<file path="src/rtl/mod_counter_pkg.sv">
// Shared types and defaults for the modulo up/down counter.
// The optional assertion set is enabled with MOD_COUNTER_SVA_EN.
package mod_counter_pkg;

  typedef enum logic {
    MODE_WRAP = 1'b0,
    MODE_SAT  = 1'b1
  } mode_e;

  typedef enum logic {
    DIR_DOWN = 1'b0,
    DIR_UP   = 1'b1
  } dir_e;

  localparam int unsigned WIDTH_DEFAULT = 8;

endpackage

</file>
<file path="src/rtl/mod_counter_sva.sv">
// Property set for mod_counter; bound in only when MOD_COUNTER_SVA_EN is defined.
`ifdef MOD_COUNTER_SVA_EN
module mod_counter_sva
  import mod_counter_pkg::*;
#(
  parameter int unsigned WIDTH = WIDTH_DEFAULT
) (
  input logic             clk,
  input logic             rst,
  input logic             en,
  input logic             up,
  input logic             sat,
  input logic             load,
  input logic [WIDTH-1:0] max_count,
  input logic             ovf_clr,
  input logic [WIDTH-1:0] q,
  input logic             tc,
  input logic             ovf,
  input logic             bnd
);

  logic step;
  assign step = !rst && !load && en;

  a_reset: assert property (@(posedge clk) rst |=> (q == '0 && !tc && !ovf));

  a_up_step: assert property (@(posedge clk)
    step && up && q < max_count |=> q == $past(q) + WIDTH'(1));

  a_down_step: assert property (@(posedge clk)
    step && !up && q != '0 && q <= max_count |=> q == $past(q) - WIDTH'(1));

  a_up_bound: assert property (@(posedge clk)
    step && up && q >= max_count |=> q == ($past(sat) ? $past(max_count) : '0));

  a_down_bound: assert property (@(posedge clk)
    step && !up && q == '0 |=> q == ($past(sat) ? '0 : $past(max_count)));

  a_tc_cause: assert property (@(posedge clk) tc |-> $past(bnd && !rst));

  a_ovf_sticky: assert property (@(posedge clk)
    ovf && !ovf_clr && !rst |=> ovf);

  a_load_clamp: assert property (@(posedge clk)
    !rst && load |=> q <= $past(max_count));

  c_up_wrap: cover property (@(posedge clk) step && up && !sat && bnd);
  c_down_wrap: cover property (@(posedge clk) step && !up && !sat && bnd);

endmodule
`endif

</file>
<file path="src/rtl/mod_counter.sv">
// Modulo up/down counter with wrap/saturate, load, tc pulse and sticky ovf.
// Define MOD_COUNTER_SVA_EN to compile in the mod_counter_sva property set.
module mod_counter
  import mod_counter_pkg::*;
#(
  parameter int unsigned WIDTH = WIDTH_DEFAULT
) (
  input  logic             clk,
  input  logic             rst,
  input  logic             en,
  input  logic             up,
  input  logic             sat,
  input  logic             load,
  input  logic [WIDTH-1:0] load_val,
  input  logic [WIDTH-1:0] max_count,
  input  logic             ovf_clr,
  output logic [WIDTH-1:0] Q,
  output logic             tc,
  output logic             ovf
);

  logic [WIDTH-1:0] q_q, q_d;
  logic             tc_q, tc_d;
  logic             ovf_q, ovf_d;
  logic             bnd;
  mode_e            mode;
  dir_e             dir;

  assign mode = mode_e'(sat);
  assign dir  = dir_e'(up);

  always_comb begin
    q_d = q_q;
    bnd = 1'b0;
    if (load) begin
      q_d = (load_val > max_count) ? max_count : load_val;
    end else if (en) begin
      if (dir == DIR_UP) begin
        if (q_q < max_count) begin
          q_d = q_q + WIDTH'(1);
        end else begin
          bnd = 1'b1;
          q_d = (mode == MODE_SAT) ? max_count : '0;
        end
      end else begin
        // A modulus lowered below Q snaps back into range without an event.
        if (q_q > max_count) begin
          q_d = max_count;
        end else if (q_q == '0) begin
          bnd = 1'b1;
          q_d = (mode == MODE_SAT) ? '0 : max_count;
        end else begin
          q_d = q_q - WIDTH'(1);
        end
      end
    end
    tc_d  = bnd;
    ovf_d = bnd | (ovf_q & ~ovf_clr);
  end

  always_ff @(posedge clk) begin
    if (rst) begin
      q_q   <= '0;
      tc_q  <= 1'b0;
      ovf_q <= 1'b0;
    end else begin
      q_q   <= q_d;
      tc_q  <= tc_d;
      ovf_q <= ovf_d;
    end
  end

  assign Q   = q_q;
  assign tc  = tc_q;
  assign ovf = ovf_q;

`ifdef MOD_COUNTER_SVA_EN
  mod_counter_sva #(.WIDTH(WIDTH)) u_sva (
    .clk       (clk),
    .rst       (rst),
    .en        (en),
    .up        (up),
    .sat       (sat),
    .load      (load),
    .max_count (max_count),
    .ovf_clr   (ovf_clr),
    .q         (q_q),
    .tc        (tc_q),
    .ovf       (ovf_q),
    .bnd       (bnd)
  );
`else
`endif

endmodule

</file>
<file path="config.mk">
export PLATFORM = sky130hd
export DESIGN_NAME = mod_counter
export DESIGN_NICKNAME = d
export VERILOG_FILES = /design/src/rtl/mod_counter_pkg.sv /design/src/rtl/mod_counter_sva.sv /design/src/rtl/mod_counter.sv
export SDC_FILE = /design/constraint.sdc
export NUM_CORES = 1
export LEC_CHECK = 0
export ABC_CLOCK_PERIOD_IN_PS = 4150
export CORE_MARGIN = 4
export CORE_UTILIZATION = 54
export CTS_BUF_LIST = sky130_fd_sc_hd__clkbuf_8 sky130_fd_sc_hd__clkbuf_16
export DETAILED_ROUTE_END_ITERATION = 12
export PLACE_DENSITY = 0.94
export SYNTH_ARGS = -nofsm -noshare
export SYNTH_HDL_FRONTEND = slang
export SYNTH_SLANG_ARGS = --single-unit
</file>
<file path="constraint.sdc">
create_clock -name clk -period 4.15 [get_ports clk]
set_input_delay 0.83 -clock clk [delete_from_list [all_inputs] [get_ports clk]]
set_output_delay 0.83 -clock clk [all_outputs]
set_load 0.01 [all_outputs]
</file>
# Word-level counts from Yosys, hierarchy flattened
# Index checks and enable logic that the tools add are counted.
classes:
  add_sub_neg: 2
  n_lt_le_gt_ge: 3
  muxes: 15
  n_bitwise: 3
  reduce_logical: 2
ops:
  columns: ["op", "count"]
  rows:
  - ["2-to-1 mux 8 bit", 9]
  - ["greater-than comparator 8 bit", 2]
  - ["adder 8 x 1 -> 8 bit, second input constant", 1]
  - ["zero test 8 bit", 1]
  - ["less-than comparator 8 bit", 1]
  - ["subtractor 8 x 1 -> 8 bit, second input constant", 1]
  - ["2-to-1 mux 1 bit", 6]
  - ["nonzero test 2 bit", 1]
  - ["AND 1 bit", 1]
  - ["NOT 1 bit", 1]
  - ["OR 1 bit", 1]
word_totals:
  regBits: 10
  inputBits: 23
  output_inout_bits: 10
  wordCells: 28

# Logic depth before layout (Yosys ltp)
# Gate-level depths: netlist of run 1.
logic_depth:
  ltp_word: 7
  mapped_depth: 9

# Least setup slack after synthesis of run 1
# No wires, ideal clock.
synth_timing:
  kind: "input to register"
  startpoint: "input port max_count[7]"
  endpoint: "register q_q[2], in the netlist Q[2]"
  setup_time_ns: 0.125
  arrival_ns: 2.346
  required_time_ns: 4.025
  setup_slack_ns: 1.679
  stages: 8
  path_buffers: 0
  path_cell_list: "inv_1 > ha_1 > nand4_1 > or2_2 > nand2_1 > o211ai_4 > a221o_2 > o2bb2ai_1"
synth_between:
  elab_chain_cells: 5
  word_cells_on_any_way: 9
  cone_classes: "order compare (3); mux (6)"
synth_lines:
  columns: ["item", "line_no", "text"]
  rows:
  - ["from (decl)", "mod_counter.sv:15", "input logic [WIDTH-1:0] max_count,"]
  - ["greater-than comparator 8 bit / less-than comparator 8 bit (equally long branches)", "mod_counter.sv:47, mod_counter.sv:39", null]
  - ["2-to-1 mux 8 bit (on tied branches)", "mod_counter.sv:47, mod_counter.sv:39", null]
  - ["2-to-1 mux 8 bit", "mod_counter.sv:38", "if (dir == DIR_UP) begin"]
  - ["2-to-1 mux 8 bit", "mod_counter.sv:37", "end else if (en) begin"]
  - ["2-to-1 mux 8 bit (*)", "mod_counter.sv:35", "if (load) begin"]
  - ["to (signal assigned)", "mod_counter.sv:67", "q_q <= q_d;"]
  - ["to (decl)", "mod_counter.sv:22", "logic [WIDTH-1:0] q_q, q_d;"]
# Every way passes the cells marked *; elsewhere a longest branch is shown, timed or not. The select of a mux whose other input is x is not followed.
# A chain may end at the register's enable or synchronous reset.

# Worst setup path after layout of run 1
layout_timing:
  startpoint: "input port max_count[6]"
  endpoint: "register q_q[7], in the netlist Q[7]"
# Same word-level chain as after synthesis.

==> results of run 1 <==
area by class of cell:
cell class | count | area [sq um]
Multi-Input combinational cell | 170 | 1210
Fill cell | 223 | 682
Timing Repair Buffer | 34 | 335
Sequential cell | 10 | 200
Clock buffer | 4 | 55.1
Inverter | 12 | 45.0
Tap cell | 30 | 37.5
path summary, 6_finish.rpt:
kind	startpoint	to	cells after the start
worst min register to register	ovf	ovf	1
worst min-delay path	ovf	ovf	1
worst max register to register	Q[7]	Q[3]	7
worst max-delay path	max_count[6]	Q[7]	9
sequential cells by signal, indices dropped and copies added, names as in the netlist:
| register | count |
|---|---|
| Q | 8 |
| ovf | 1 |
| tc | 1 |
power by group through the flow:
stage	clock, mW	sequential, mW	combinational [mW]
2_1_floorplan	0	0.124	0.181
4_1_cts	0.128	0.132	0.263
5_1_grt	0.135	0.135	0.294
3_3_place_gp	0	0.134	0.256
6_report	0.131	0.134	0.267
3_5_place_dp	0	0.134	0.260
kinds of logic after synthesis:
family	Yosys count	share of synthesized area, %
adders and majority gates	19	15.8
AOI/OAI and AO/OA	64	31.6
xor gates and xnor gates	11	6.38
buffers and inverters	23	6.38
DFF	10	13.3
and+or+nand+nor	74	25.3
muxes	2	1.33
through the flow:
| stage | power, mW | setup WS (ns) | instances | utilization (%) | area, sq um |
|---|---|---|---|---|---|
| after floorplan | 0.305 | 1.68 | 203 | - | 1510 |
| after global placement | 0.390 | 0.861 | 256 | 71.3 | 1830 |
| after detailed placement | 0.394 | 0.839 | 256 | 71.3 | 1830 |
| after CTS | 0.523 | 1.04 | 260 | 73.4 | 1890 |
| after global routing | 0.564 | 0.859 | 260 | 73.4 | 1890 |
| final | 0.532 | 1.02 | 260 | 73.4 | 1890 |
Yosys cell counts, drive strengths merged, types with 3 or more instances:
master,number
xnor2,7
a31oi,4
nand3,9
a221oi,6
nor2,12
a21oi,14
clkbuf,8
o31ai,3
nand2,21
o21ai,8
a21o,3
a222oi,4
nor3,9
nand4,6
ha,19
dfxtp,10
xor2,4
o211ai,6
inv,12
nand2b,4
o22ai,5
nor2b,3
buf,3
worst max-delay path, delay by kind of cell:
| family | cells | cell delay (ns) |
|---|---|---|
| AOI/OAI and AO/OA | 3 | 0.65 |
| buffers and inverters | 2 | 0.67 |
| adders and majority gates | 1 | 0.30 |
| and+or+nand+nor | 3 | 0.77 |
layer usage:
| layer | GRT usage [%] | wire [um] | vias to the layer above |
|---|---|---|---|
| met4 | 12.4 | 112 | 0 |
| li1 | - | - | 832 |
| met2 | 43.5 | 2150 | 116 |
| met5 | 0 | 0 | - |
| met1 | 39.0 | 2020 | 803 |
| met3 | 4.04 | 434 | 14 |
==> qor.log, run 1 <==
INFO  layout         design.final.nets=273
INFO  yosys          syn-mean-instance-area=7.43squm
INFO  layout         area.growth.synth_to_final=25.0%
INFO  routing        route.vias.total=1,765
INFO  yosys          syn-instance-count=203
INFO  power_and_ir_drop clock_power_share=24.6%
INFO  routing        drt_drc_violations_left=0
INFO  die            dieArea=3700squm
INFO  global_route   grt_start_max_net_pins=19
INFO  routing        drt_iter0_markers=158
INFO  layout         layout.cells.most_common=clkdlybuf4s50_1
INFO  routing        route.final.wire_length=4.71mm
INFO  clock_tree     cts.root.buffer_cell=clkbuf_8
INFO  die            top_level_port_count=33
INFO  yosys          mappedNetlistArea=1510squm
INFO  power_and_ir_drop total_switching_power=218uW
INFO  yosys          synth_top_area_share=15.8%
INFO  yosys          yosys-top-cells-area=ha_1, dfxtp_1, nand2_1
INFO  sta            clock.fmax=319MHz
INFO  power_and_ir_drop peakVddDrop=0.211mV
INFO  setup_path     slowest_stage=clkdlybuf4s50_1
INFO  power_and_ir_drop cellLeakagePower=0.751nW
INFO  sta            grt_setup_unrepaired=false
INFO  layout         mostFrequentLayoutCells=clkdlybuf4s50_1, nand2_1, ha_1
INFO  yosys          synth-edff-count=0
INFO  setup_path     crit_chain=clkdlybuf4s50_1, inv_1, ha_1, nand4_1, or2_2, nand2_1, o211ai_4, a221oi_1, o22ai_1
INFO  yosys          yosys.area.top_type=ha_1
INFO  setup_path     crit_path_max_incr_delay=0.58ns
INFO  yosys          synth_cell_types=45
INFO  yosys          yosys_warnings=0
INFO  placement      numPortBuffers=32
INFO  setup_path     worstSetupPathType=in -> reg
INFO  clock_tree     cts-root-to-sink-buffers=2
INFO  layout         layout-drive-gt1-share=7.39%
INFO  die            core_area=2570squm
INFO  sta            fin_crit_sh=75.5%
INFO  sta            slew_at_the_pin_with_the_worst_max_slew_slack=0.607ns
INFO  yosys          ys_async_sr_fraction=0%
INFO  die            dieHeight=60.9um
INFO  sta            period_minus_slack=3.13ns
INFO  clock_tree     clkSlewWorstSetupHoldPaths=0.06ns
INFO  routing        drtPass1Iterations=5
INFO  clock_tree     postCtsSetupBuffers=0
INFO  sta            slew_headroom=59.4%
INFO  sta            finalSetupTns=0ns
INFO  run_status     outcome=finished, final reports clean
INFO  sta            fin_hold_ws=0.497ns
INFO  yosys          net_count_after_synthesis=245
INFO  placement      place.detailed.hpwl=3.69mm
INFO  global_route   antenna_violations_before_repair=0
INFO  global_route   grt_first_pass_wirelength=7.82mm
INFO  power_and_ir_drop power_density_relative_to_cell_area=282nW/um^2
INFO  setup_path     worst-r2r-setup-slack=1.75ns
INFO  power_and_ir_drop p_int=313uW
INFO  sta            final-hold-violation-count=0
INFO  sta            setup_viol=0
INFO  setup_path     cp.arrival=3.24ns
INFO  worst_hold_path holdCritPathClass=reg -> reg
INFO  clock_tree     cts_resized=0
INFO  clock_tree     clock_sink_count=10
INFO  clock_tree     htreeDepth=1
INFO  power_and_ir_drop power_frac_seq=25.1%
INFO  clock_tree     insertion_delay=0.24ns
INFO  routing        vias_per_cell=6.79
INFO  routing        detail_route.wl_per_cell=18.1um
INFO  setup_path     required=4.25ns
INFO  setup_path     timing.critical_path.fanout_max=7
INFO  die            floorplan.rows=18
INFO  clock_tree     cts_hold_repair.buffers=0
INFO  die            dieWidth=60.9um
INFO  die            initial_utilization=58.8%
INFO  yosys          yosys_register_bits=10
INFO  power_and_ir_drop power.share.combinational=50.3%
INFO  sta            timing.final.max_slew_violations=0
INFO  yosys          synth.yosys.seq_area_share=13.3%
INFO  flow_run       maxCapViolCount=0
INFO  yosys          synthFlopType=dfxtp_1
INFO  setup_path     crit_path_end_kind=register
INFO  global_route   grt_overflow_total=0
INFO  layout         antenna-diode-count=0
INFO  sta            clock_skew=0.00122ns
INFO  global_route   grtUsageTotal=28.2%
INFO  routing        drt.antenna.violating_nets=0
INFO  clock_tree     tritoncts_clock_tree=yes
INFO  clock_tree     cts_buffers=3
INFO  setup_path     startpoint_type=input pin
INFO  global_route   first_global_vias=1,654
INFO  power_and_ir_drop netSwitchingFraction=41.1%
INFO  placement      gp_congestion=0.956
Power figures use the tool's default switching activity.
==> run 2: changes to the inputs <==
--- a/config.mk
+++ b/config.mk
@@ -5,12 +5,12 @@
 export SDC_FILE = /design/constraint.sdc
 export NUM_CORES = 1
 export LEC_CHECK = 0
-export ABC_CLOCK_PERIOD_IN_PS = 4150
+export ABC_CLOCK_PERIOD_IN_PS = 3100
 export CORE_MARGIN = 4
-export CORE_UTILIZATION = 54
+export CORE_UTILIZATION = 51
 export CTS_BUF_LIST = sky130_fd_sc_hd__clkbuf_8 sky130_fd_sc_hd__clkbuf_16
 export DETAILED_ROUTE_END_ITERATION = 12
-export PLACE_DENSITY = 0.94
+export PLACE_DENSITY = 0.9
 export SYNTH_ARGS = -nofsm -noshare
 export SYNTH_HDL_FRONTEND = slang
 export SYNTH_SLANG_ARGS = --single-unit
==> constraint.sdc (replaced) <==
create_clock -name clk -period 3.1 [get_ports clk]
set_input_delay 0.62 -clock clk [delete_from_list [all_inputs] [get_ports clk]]
set_output_delay 0.62 -clock clk [all_outputs]
set_load 0.01 [all_outputs]
==> qor.log, run 2 (synthesis gave the netlist of run 1 again) <==
INFO  layout         mostFrequentLayoutCells=clkdlybuf4s50_1, nand2_1, ha_1
INFO  layout         design.final.nets=281 [+2.9%]
INFO  setup_path     crit_cells=9 [unchanged]
INFO  layout         fin_cells=268 [+3.1%]
INFO  sta            clock.fmax=354MHz
INFO  clock_tree     htreeDepth=1 [unchanged]
INFO  routing        route.vias.total=1,763 [-0.11%]
INFO  power_and_ir_drop power=688uW [+29%]
INFO  setup_path     worst-r2r-setup-slack=0.74ns [-1.01 ns]
INFO  global_route   antenna_violations_before_repair=0 [unchanged]
INFO  sta            timing.final.max_slew_violations=0 [unchanged]
INFO  worst_hold_path min-delay-start=ovf
INFO  setup_path     timing.critical_path.from=max_count[5]
INFO  global_route   grt_overflow_total=0 [unchanged]
INFO  clock_tree     cts.root.buffer_cell=clkbuf_8
INFO  flow_run       maxCapViolCount=0 [unchanged]
INFO  die            core_area=2780squm [+8.3%]
INFO  worst_hold_path holdCritPathClass=reg -> reg
INFO  routing        route.final.wire_length=4.62mm [-2.0%]
INFO  layout         area.growth.synth_to_final=28.1%
INFO  sta            fin_crit_sh=91.1%
INFO  die            dieHeight=62.4um [+2.5%]
INFO  placement      numPortBuffers=32 [unchanged]
INFO  setup_path     worst-r2r-cell-count=9 [+2]
INFO  clock_tree     clock_sink_count=10 [unchanged]
INFO  die            top_level_port_count=33 [unchanged]
INFO  clock_tree     cts_resized=0 [unchanged]
INFO  routing        drt.antenna.violating_nets=0 [unchanged]
INFO  die            initial_utilization=54.3% [-4.5 points]
INFO  setup_path     r2r_endpoint=Q[2]
INFO  global_route   grt_first_pass_wirelength=7.82mm [about the same]
INFO  clock_tree     cts_buffers=3 [unchanged]
INFO  power_and_ir_drop cellLeakagePower=0.783nW [+4.2%]
INFO  global_route   grtUsageTotal=24.3% [-3.9 points]
INFO  die            dieArea=3890squm [+5.1%]
INFO  layout         antenna-diode-count=0 [unchanged]
INFO  power_and_ir_drop power_density_relative_to_cell_area=356nW/um^2 [+26%]
INFO  sta            clock_skew=0.00380ns [+0.00258 ns]
INFO  setup_path     slowest_stage=clkdlybuf4s50_1
INFO  setup_path     cpLargestDelayFamily=compound AO/OA/AOI/OAI gates
INFO  clock_tree     cts_hold_repair.buffers=0 [unchanged]
INFO  setup_path     crit_path_max_incr_delay=0.55ns [-0.03 ns]
INFO  clock_tree     postCtsSetupBuffers=0 [unchanged]
INFO  clock_tree     cts-root-to-sink-buffers=2 [unchanged]
INFO  worst_hold_path hold-path-endpoint=ovf
INFO  power_and_ir_drop peakVddDrop=0.264mV [+25%]
INFO  die            dieWidth=62.4um [+2.5%]
INFO  routing        drt_drc_violations_left=0 [unchanged]
INFO  sta            grt_setup_unrepaired=false
INFO  placement      place.detailed.hpwl=3.72mm [+0.90%]
INFO  setup_path     required=3.22ns [-1.03 ns]
INFO  layout         layout.cells.most_common=clkdlybuf4s50_1
INFO  layout         finish.utilization=69.5% [-3.9 points]
INFO  run_status     outcome=finished, final reports clean
INFO  sta            final-hold-violation-count=0 [unchanged]
INFO  die            floorplan.rows=19 [+1]
INFO  sta            finalSetupTns=0ns [unchanged]
INFO  placement      place_inst=265 [+3.5%]
INFO  setup_path     launch_point_of_the_worst_reg_to_reg_path=Q[0]
INFO  sta            setup_viol=0 [unchanged]
INFO  global_route   first_global_vias=1,722 [+4.1%]
INFO  placement      gp_congestion=0.974 [+1.9%]
INFO  setup_path     crit_path_end_kind=register
INFO  sta            slew_headroom=59.8% [+0.37 points]
INFO  layout         largest_register_ffs=8 [unchanged]
INFO  routing        detail_route.wl_per_cell=17.2um [-4.9%]
INFO  layout         layout-drive-gt1-share=10.1% [+2.7 points]
INFO  setup_path     worstSetupPathType=in -> reg
INFO  clock_tree     insertion_delay=0.24ns [about the same]
INFO  sta            slew_at_the_pin_with_the_worst_max_slew_slack=0.601ns [-0.00548 ns]
INFO  worst_hold_path timing.hold.worst_path_depth=1 [unchanged]
INFO  clock_tree     tritoncts_clock_tree=yes
INFO  setup_path     crit_chain=clkdlybuf4s50_1, inv_1, ha_1, a21oi_1, o21ai_0, o21ai_1, buf_4, a221o_2, o2bb2ai_1
INFO  sta            period_minus_slack=2.82ns
INFO  clock_tree     clkSlewWorstSetupHoldPaths=0.05ns [about the same]
INFO  routing        drt_iter0_markers=111 [-30%]
INFO  routing        vias_per_cell=6.58 [-3.1%]
INFO  setup_path     timing.critical_path.fanout_max=4 [-3]
INFO  setup_path     timing.critical_path.buf_inv=3 [+1]
INFO  setup_path     startpoint_type=input pin
INFO  setup_path     cp.arrival=2.95ns [-0.29 ns]
INFO  global_route   grt_start_max_net_pins=19 [unchanged]
INFO  routing        drtPass1Iterations=5 [unchanged]
[run 2: cell types whose count changed in the layout (fill, tap and decap cells not counted), sizes merged]
cell / previous run / this run
buf: 2 / 10
clkbuf: 4 / 3
[run 2: worst max-delay path by stage]
stage                      end
after floorplan           Q[2]
after global placement    Q[2]
after detailed placement  Q[2]
after CTS                 Q[2]
after global routing      Q[7]
final                     Q[2]
[run 2: metal layers]
metal,vias up,track usage [%],share of wire [%]
met2,99,39.9,46
li1,847,-,-
met1,800,30.0,43
met5,-,0,0
met3,17,6.29,8.8
met4,0,9.81,2.6
[run 2: metrics by stage]
step	cell area [sq um]	hold slack, ns	worst slack [ns]
final	1930	0.455	0.276
after global routing	1930	0.484	0.138
after CTS	1930	0.456	0.316
after detailed placement	1890	0.446	0.0768
after global placement	1890	0.432	0.113
after floorplan	1510	0.497	0.839
[run 2: power by group]
group / leakage, nW / switching (mW) / internal [mW]
clock network: 0.0216 / 0.0523 / 0.0851
logic: 0.678 / 0.196 / 0.177
registers: 0.0826 / 0.0360 / 0.142
[run 2: area by class of cell]
| type | instances | area [sq um] |
|---|---|---|
| Timing Repair Buffer | 42 | 395 |
| Inverter | 12 | 45.0 |
| Multi-Input combinational cell | 170 | 1210 |
| Sequential cell | 10 | 200 |
| Clock buffer | 3 | 41.3 |
| Tap cell | 31 | 38.8 |
| Fill cell | 221 | 848 |
